`src/rtl/toy_bus_pkg.sv`:
```
// ToyBus shared opcode constants and ack-entry sizing helper.
// Latency: n/a (package only).
// Backpressure: n/a.
package toy_bus_pkg;

    localparam logic OP_RD = 1'b0;
    localparam logic OP_WR = 1'b1;

    // Ack entry is packed as {opcode, data, sideband, src_id}, MSB first.
    function automatic int ack_entry_w(input int data_w, input int sb_w, input int id_w);
        return 1 + data_w + sb_w + id_w;
    endfunction

endpackage

```
`src/rtl/toy_bus_sync_fifo.sv`:
```
// Generic in-order synchronous FIFO with registered occupancy.
// Latency: a pushed entry is visible at the head one cycle after the push.
// Backpressure: push is ignored when full, pop is ignored when empty.
module toy_bus_sync_fifo #(
    parameter int DEPTH = 4,
    parameter int WIDTH = 8
) (
    input  logic             clk,
    input  logic             rst_n,
    input  logic             i_push,
    input  logic [WIDTH-1:0] i_push_dat,
    input  logic             i_pop,
    output logic [WIDTH-1:0] o_head_dat,
    output logic             o_full,
    output logic             o_empty
);

    localparam int PTR_W = (DEPTH > 1) ? $clog2(DEPTH) : 1;
    localparam int CNT_W = $clog2(DEPTH + 1);

    logic [WIDTH-1:0] r_mem [DEPTH];
    logic [PTR_W-1:0] r_wr_ptr;
    logic [PTR_W-1:0] r_rd_ptr;
    logic [CNT_W-1:0] r_cnt;
    logic             w_push;
    logic             w_pop;

    function automatic logic [PTR_W-1:0] ptr_next(input logic [PTR_W-1:0] p);
        return (p == PTR_W'(DEPTH - 1)) ? '0 : p + 1'b1;
    endfunction

    assign o_full  = (r_cnt == CNT_W'(DEPTH));
    assign o_empty = (r_cnt == '0);
    assign w_push  = i_push & ~o_full;
    assign w_pop   = i_pop & ~o_empty;

    assign o_head_dat = r_mem[r_rd_ptr];

    always_ff @(posedge clk or negedge rst_n) begin
        if (!rst_n) begin
            r_wr_ptr <= '0;
            r_rd_ptr <= '0;
            r_cnt    <= '0;
            for (int i = 0; i < DEPTH; i++) begin
                r_mem[i] <= '0;
            end
        end else begin
            if (w_push) begin
                r_mem[r_wr_ptr] <= i_push_dat;
                r_wr_ptr        <= ptr_next(r_wr_ptr);
            end
            if (w_pop) begin
                r_rd_ptr <= ptr_next(r_rd_ptr);
            end
            case ({w_push, w_pop})
                2'b10:   r_cnt <= r_cnt + 1'b1;
                2'b01:   r_cnt <= r_cnt - 1'b1;
                default: r_cnt <= r_cnt;
            endcase
        end
    end

endmodule

```
`src/rtl/toy_bus_mem_mst_pipe.sv`:
```
// ToyBus request to synchronous SRAM master with RD_LAT tag pipe and credited ack FIFO.
// Latency: ack valid RD_LAT+1 cycles after acceptance into an empty FIFO.
// Backpressure: requests stall while ACK_DEPTH ack credits are outstanding.
module toy_bus_mem_mst_pipe
    import toy_bus_pkg::*;
#(
    parameter int          DATA_W    = 256,
    parameter int          ADDR_W    = 32,
    parameter int          ADDR_HI   = 28,
    parameter int          SB_W      = 10,
    parameter int          ID_W      = 4,
    parameter int          RD_LAT    = 1,
    parameter int          ACK_DEPTH = 4,
    parameter bit          WR_ACK    = 1'b0,
    parameter logic [3:0]  NODE_ID   = 4'd0
) (
    input  logic                clk,
    input  logic                rst_n,
    input  logic                in0_req_vld,
    output logic                in0_req_rdy,
    input  logic [ADDR_W-1:0]   in0_req_addr,
    input  logic [DATA_W/8-1:0] in0_req_strb,
    input  logic [DATA_W-1:0]   in0_req_data,
    input  logic                in0_req_opcode,
    input  logic [ID_W-1:0]     in0_req_src_id,
    input  logic [ID_W-1:0]     in0_req_tgt_id,
    input  logic [SB_W-1:0]     in0_req_sideband,
    output logic                in0_ack_vld,
    input  logic                in0_ack_rdy,
    output logic                in0_ack_opcode,
    output logic [DATA_W-1:0]   in0_ack_data,
    output logic [SB_W-1:0]     in0_ack_sideband,
    output logic [ID_W-1:0]     in0_ack_src_id,
    output logic [ID_W-1:0]     in0_ack_tgt_id,
    output logic                out0_mem_en,
    output logic                out0_mem_wr_en,
    output logic [ADDR_W-1:0]   out0_mem_addr,
    output logic [DATA_W-1:0]   out0_mem_wr_data,
    output logic [DATA_W/8-1:0] out0_mem_wr_byte_en,
    output logic [SB_W-1:0]     out0_mem_req_sideband,
    input  logic [DATA_W-1:0]   out0_mem_rd_data,
    input  logic [SB_W-1:0]     out0_mem_ack_sideband
);

    localparam int STRB_W = DATA_W / 8;
    localparam int OFF    = $clog2(STRB_W);
    localparam int CNT_W  = $clog2(ACK_DEPTH + 1);
    localparam int ACK_W  = ack_entry_w(DATA_W, SB_W, ID_W);

    typedef struct packed {
        logic              opcode;
        logic [DATA_W-1:0] data;
        logic [SB_W-1:0]   sideband;
        logic [ID_W-1:0]   src_id;
    } ack_ent_t;

    logic              w_acc;
    logic              w_ack_gen;
    logic              w_tag_ld;
    logic              w_pop;
    logic              w_fifo_empty;
    logic              w_fifo_full;
    logic [ACK_W-1:0]  w_push_dat;
    logic [ACK_W-1:0]  w_head_dat;
    ack_ent_t          w_push_ent;
    ack_ent_t          w_head;
    logic              w_unused;

    logic [RD_LAT-1:0] r_tag_vld;
    logic [RD_LAT-1:0] r_tag_op;
    logic [ID_W-1:0]   r_tag_src [RD_LAT];
    logic [CNT_W-1:0]  r_cnt;

    assign in0_req_rdy = (r_cnt < CNT_W'(ACK_DEPTH));
    assign w_acc       = in0_req_vld & in0_req_rdy;
    assign w_ack_gen   = (in0_req_opcode == OP_RD) | WR_ACK;
    assign w_tag_ld    = w_acc & w_ack_gen;

    assign out0_mem_en           = w_acc;
    assign out0_mem_wr_en        = in0_req_opcode;
    assign out0_mem_addr         = ADDR_W'(in0_req_addr[ADDR_HI:OFF]);
    assign out0_mem_wr_data      = in0_req_data;
    assign out0_mem_wr_byte_en   = in0_req_strb;
    assign out0_mem_req_sideband = in0_req_sideband;

    // Tags ride alongside the SRAM read pipeline so the last stage lines up with rd_data.
    always_ff @(posedge clk or negedge rst_n) begin
        if (!rst_n) begin
            r_tag_vld <= '0;
            r_tag_op  <= '0;
            for (int i = 0; i < RD_LAT; i++) begin
                r_tag_src[i] <= '0;
            end
        end else begin
            r_tag_vld[0] <= w_tag_ld;
            r_tag_op[0]  <= in0_req_opcode;
            r_tag_src[0] <= in0_req_src_id;
            for (int i = 1; i < RD_LAT; i++) begin
                r_tag_vld[i] <= r_tag_vld[i-1];
                r_tag_op[i]  <= r_tag_op[i-1];
                r_tag_src[i] <= r_tag_src[i-1];
            end
        end
    end

    assign w_push_ent.opcode   = r_tag_op[RD_LAT-1];
    assign w_push_ent.data     = r_tag_op[RD_LAT-1] ? '0 : out0_mem_rd_data;
    assign w_push_ent.sideband = out0_mem_ack_sideband;
    assign w_push_ent.src_id   = r_tag_src[RD_LAT-1];
    assign w_push_dat          = w_push_ent;

    toy_bus_sync_fifo #(
        .DEPTH (ACK_DEPTH),
        .WIDTH (ACK_W)
    ) u_ack_fifo (
        .clk        (clk),
        .rst_n      (rst_n),
        .i_push     (r_tag_vld[RD_LAT-1]),
        .i_push_dat (w_push_dat),
        .i_pop      (w_pop),
        .o_head_dat (w_head_dat),
        .o_full     (w_fifo_full),
        .o_empty    (w_fifo_empty)
    );

    assign w_head = ack_ent_t'(w_head_dat);
    assign w_pop  = in0_ack_vld & in0_ack_rdy;

    // Credits cover both in-flight tags and queued acks, so a push can never see a full FIFO.
    always_ff @(posedge clk or negedge rst_n) begin
        if (!rst_n) begin
            r_cnt <= '0;
        end else begin
            case ({w_tag_ld, w_pop})
                2'b10:   r_cnt <= r_cnt + 1'b1;
                2'b01:   r_cnt <= r_cnt - 1'b1;
                default: r_cnt <= r_cnt;
            endcase
        end
    end

    assign in0_ack_vld      = ~w_fifo_empty;
    assign in0_ack_opcode   = w_head.opcode;
    assign in0_ack_data     = w_head.data;
    assign in0_ack_sideband = w_head.sideband;
    assign in0_ack_src_id   = in0_ack_vld ? ID_W'(NODE_ID) : '0;
    assign in0_ack_tgt_id   = w_head.src_id;

    assign w_unused = ^{in0_req_tgt_id, in0_req_addr[ADDR_W-1:ADDR_HI+1],
                        in0_req_addr[OFF-1:0], w_fifo_full};

endmodule

```
`config.mk`:
```
export PLATFORM = sky130hd
export DESIGN_NAME = toy_bus_mem_mst_pipe
export DESIGN_NICKNAME = d
export VERILOG_FILES = /design/src/rtl/toy_bus_pkg.sv /design/src/rtl/toy_bus_sync_fifo.sv /design/src/rtl/toy_bus_mem_mst_pipe.sv
export SDC_FILE = /design/constraint.sdc
export NUM_CORES = 2
export LEC_CHECK = 0
export ABC_AREA = 1
export CORE_AREA = 4 4 468 470
export DETAILED_ROUTE_END_ITERATION = 10
export DIE_AREA = 0 0 472 474
export SKIP_LAST_GASP = 1
export SLEW_MARGIN = 10
export SYNTH_ARGS = -nofsm -noshare
export SYNTH_HDL_FRONTEND = slang
export SYNTH_SLANG_ARGS = --single-unit
```
`constraint.sdc`:
```
create_clock -name clk -period 4.41 [get_ports clk]
set_clock_uncertainty 0.1 [all_clocks]
set_input_delay 0.441 -clock clk [delete_from_list [all_inputs] [get_ports clk]]
set_output_delay 0.441 -clock clk [all_outputs]
set_load 0.02 [all_outputs]
```
==> out/summary.md <==
The run finished with clean final reports. The power density over cell area was 804 nW/µm². For the via count of the first global-routing pass, the log shows 51100.

Data arrives at the worst endpoint at 3.41 ns. The clock reaches the later pin of the worst-skew pair after 0.76 ns. Derived from the worst setup path, the maximum achievable clock frequency is 253 MHz.

The final number of max-transition violations came out at 0. STA classifies the critical path startpoint as a register. The detailed router placed 53300 vias in this run. The largest total area in the synthesized netlist belongs to sky130_fd_sc_hd__dfrtp_1. The run gives 200 mm as the detailed-route wire length.

In this design, the largest share of critical-path delay is due to buffers and inverters. Data on the critical path is required at its endpoint by 3.87 ns. Of the cells placed in the final design, the portion with a size suffix greater than 1 is 4.57%. The signal on the critical path passes through buf_12 > buf_4 > a21oi_1 > o21ai_0 > nand2_1 > clkdlybuf4s50_1. The synthesized design contains 1100 register bits. Yosys printed 0 warnings. Global routing used 17.3% of the available tracks. The final-layout setup total negative slack was 0 ns. Ranked by instance count, the synthesized netlist is headed by 2729 x sky130_fd_sc_hd__nand2_1, 1100 x sky130_fd_sc_hd__dfrtp_1, 1086 x sky130_fd_sc_hd__nand4_1, 815 x sky130_fd_sc_hd__inv_1, 351 x sky130_fd_sc_hd__buf_4. In this run the standard cell core region covers 214000 µm². By instance count, the leading cell after synthesis is sky130_fd_sc_hd__nand2_1.

The tools report the kind of end point of the critical path as a primary output. For this run, the detailed router's first-pass iteration total came to 9. Dividing the final minimum period by the clock period gives 89.6%. The number of enable flip-flop cells after synthesis was 0. 1218 I/O pins were placed. Net count reported at finish: 8280. The average instance in the mapped netlist occupies 7.52 µm². The overall die area was 224000 µm². The critical path is of the register to primary output type. Number of antenna violations at the first check in global routing: 6. Summed over all layers, the global routing overflow is 0. Summing the areas of all compound-gate instances in the mapped netlist gives 8.07% of the synthesized area. The number of distinct library cells after synthesis was 22. After synthesis, the largest family of logic cells by area is simple AND/OR/NAND/NOR gates.

Setup violation total in the final timing report: 0. The number of standard cells after synthesis came out at 7855. TritonCTS built the clock tree. The starting utilization of the core area is 27.6%, and the wire length of the first global-routing pass is 310 mm. The final-report hold violation count was 0; the number of core rows was 170. The slowest stage of the critical path belongs to the cell sky130_fd_sc_hd__dfrtp_4. The clock buffer count from CTS is 133.

The simple-gate share of the synthesized area came out at 30.6%. In this run the worst hold path is classified as input pin to register. The area growth from synthesis to layout works out to 16.8%. The DRC violation count after routing was 0. The critical path contains buffers and inverters numbering 3 combined. Once detailed placement completed, the half-perimeter wirelength came to 117 mm.

The tools report the number of buffers between clock root and the deepest sink as 3. The number of antenna diodes in the final layout is 0. Area share of the largest cell type after synthesis: 46.6%. The tree is rooted in a sky130_fd_sc_hd__clkbuf_16. After the first detailed-routing iteration, the DRC count stood at 5383. Delay of the slowest cell on the worst path: 0.94 ns. For the final hold slack, the log shows 0.116 ns.

After Yosys synthesis, XOR and XNOR cells account for 0.0296% of the synthesized area. The count of nets left with antenna violations once routing finished came out at 0. The number of gates resized after CTS came out at 0. For the pin count of the biggest net entering global routing, the log shows 225.

Buffers placed on the I/O ports in this run total 549. The count of H-tree levels built during CTS was 4. Clock-pin slew was measured on the worst setup and hold paths at 0.06 ns. The horizontal die dimension is 472 µm, and the minimum clock period is 3.95 ns. Setup repair after global routing left no endpoint under its margin. Summed over all cells, the static leakage comes to 0.0348 µW. At the pin with the least slew margin, the transition time is 1.24 ns. The post-synthesis sequential area ratio was 46.6%; the fraction of synthesis flops using an asynchronous set or reset pin was 100%. Using the TritonRoute via totals, the vias-per-cell ratio works out to 5.02. The average wire per standard cell works out to 18.9 µm. The mux share of post-synthesis cell area came out at 0%. In this run the tightest slew margin relative to its limit is 17.3%. The clock sink count was 1100. Among all flip-flop cells after synthesis, the most frequent one is sky130_fd_sc_hd__dfrtp_1. The final weighted congestion of routability-driven global placement was 0.779.

The height of the die works out to 474 µm. The worst-path maximum fanout was 80. The post-synthesis share of cell area spent on full adders, half adders and majority gates works out to 0.216%. Sorting the synthesized cells by area gives the leading types as sky130_fd_sc_hd__dfrtp_1 47%, sky130_fd_sc_hd__nand2_1 17%, sky130_fd_sc_hd__nand4_1 11%. The logs give 59100 µm² for the cell area after synthesis and 606 µV for the peak ir drop on the vdd network. Max-cap violations in this run came to 0.
-- routing by layer --
metal	wire (µm)	track usage (%)	share of wire, %	up-vias
li1	-	-	-	24900
met1	84200	22.7	42	25900
met2	93200	27.8	47	2154
met3	15900	4.15	8.0	359
met4	6600	6.15	3.3	8
met5	175	0.411	0.087	-
-- final cells by class --
class / instances / area, µm²
Multi-Input combinational cell: 4925 / 23100
Fill cell: 22600 / 145000
Timing Repair Buffer: 687 / 7230
Tap cell: 2838 / 3550
Sequential cell: 1100 / 27500
Clock inverter: 43 / 629
Clock buffer: 193 / 3860
Inverter: 815 / 3060
-- worst register-to-register path: stages, from the launching register on --
cell,delay [ns]
sky130_fd_sc_hd__dfrtp_1,0.40
sky130_fd_sc_hd__nor2_2,0.09
sky130_fd_sc_hd__nand2_8,0.51
sky130_fd_sc_hd__buf_12,0.57
sky130_fd_sc_hd__buf_4,0.78
sky130_fd_sc_hd__nand4_1,0.26
sky130_fd_sc_hd__nand2_1,0.12
-- where the power goes --
group          internal, µW  switching (µW)
registers             14900            2700
clock network          6700            4580
logic                  9350           17300
-- placed cells by master, fill, tap and decap left out --
cell type / synthesis / final
sky130_fd_sc_hd__a21oi_1: 271 / 271
sky130_fd_sc_hd__buf_12: 0 / 55
sky130_fd_sc_hd__buf_4: 351 / 79
sky130_fd_sc_hd__buf_8: 0 / 1
sky130_fd_sc_hd__bufinv_16: 0 / 10
sky130_fd_sc_hd__clkbuf_1: 291 / 32
sky130_fd_sc_hd__clkbuf_16: 0 / 135
sky130_fd_sc_hd__clkbuf_8: 0 / 26
sky130_fd_sc_hd__clkdlybuf4s50_1: 0 / 548
sky130_fd_sc_hd__clkinv_16: 0 / 3
sky130_fd_sc_hd__clkinv_2: 0 / 20
sky130_fd_sc_hd__clkinv_8: 0 / 4
sky130_fd_sc_hd__clkinvlp_4: 0 / 1
sky130_fd_sc_hd__conb_1: 1 / 12
sky130_fd_sc_hd__dfrtp_1: 1100 / 1096
sky130_fd_sc_hd__dfrtp_4: 0 / 4
sky130_fd_sc_hd__dlygate4sd3_1: 0 / 4
sky130_fd_sc_hd__fa_1: 2 / 2
sky130_fd_sc_hd__ha_1: 7 / 3
sky130_fd_sc_hd__ha_4: 0 / 4
sky130_fd_sc_hd__inv_1: 815 / 815
sky130_fd_sc_hd__inv_16: 0 / 2
sky130_fd_sc_hd__inv_6: 0 / 3
sky130_fd_sc_hd__nand2_1: 2729 / 2729
sky130_fd_sc_hd__nand2_8: 0 / 1
sky130_fd_sc_hd__nand3_1: 8 / 4
sky130_fd_sc_hd__nand3_4: 0 / 4
sky130_fd_sc_hd__nand4_1: 1086 / 1086
sky130_fd_sc_hd__nor2_1: 257 / 257
sky130_fd_sc_hd__nor2_2: 1 / 1
sky130_fd_sc_hd__nor3_1: 1 / 1
sky130_fd_sc_hd__o211ai_1: 271 / 271
sky130_fd_sc_hd__o21ai_0: 275 / 275
sky130_fd_sc_hd__or2_2: 2 / 2
sky130_fd_sc_hd__xnor2_1: 2 / 2
-- flip-flops by register name (all words and copies together) (netlist names) --
register             count
r_cnt                    3
r_tag_src                4
u_ack_fifo.r_rd_ptr      2
u_ack_fifo.r_wr_ptr      2
u_ack_fifo.r_mem      1084
r_tag_vld                1
r_tag_op                 1
u_ack_fifo.r_cnt         3
-- kinds of logic after synthesis --
group                    Yosys count
XOR/XNOR                           2
flip-flops                      1100
buffers and inverters           1841
AND/OR/NAND/NOR                 4085
other                              1
adder cells (fa/ha/maj)            9
AO/OA/AOI/OAI                    817
-- per-stage QoR --
step | util [%] | worst slack [ns] | total power [µW] | std cells | area, µm²
final | 32.2 | 0.459 | 55500 | 10600 | 69000
after global routing | 32.2 | 0.176 | 59400 | 10600 | 69000
after detailed placement | 30.1 | 1.21 | 44300 | 10400 | 64500
after global placement | 30.1 | 1.22 | 43900 | 10400 | 64500
after CTS | 32.2 | 0.331 | 55900 | 10600 | 69000
after floorplan | - | 2.47 | 33500 | 7866 | 59100
-- final timing paths --
kind / start / endpoint / slack (ns) / depth (start not counted)
max: u_ack_fifo.r_rd_ptr[0] / in0_ack_tgt_id[0] / 0.46 / 6
min: in0_req_src_id[2] / r_tag_src[2] / 0.12 / 1
max reg2reg: u_ack_fifo.r_cnt[0] / u_ack_fifo.r_mem[659] / 1.51 / 6
min reg2reg: u_ack_fifo.r_mem[815] / u_ack_fifo.r_mem[815] / 0.36 / 2
max in group asynchronous: rst_n / u_ack_fifo.r_mem[47] / 2.57 / 3
min in group asynchronous: rst_n / u_ack_fifo.r_mem[731] / 0.25 / 2
-- timing repair --
action,in CTS,in global routing
setup buffers,0,0
endpoints found under the hold margin,58,0
endpoints found under the setup margin,0,0
hold buffers,4,0
Note: power is estimated with default switching activity, not from simulation.
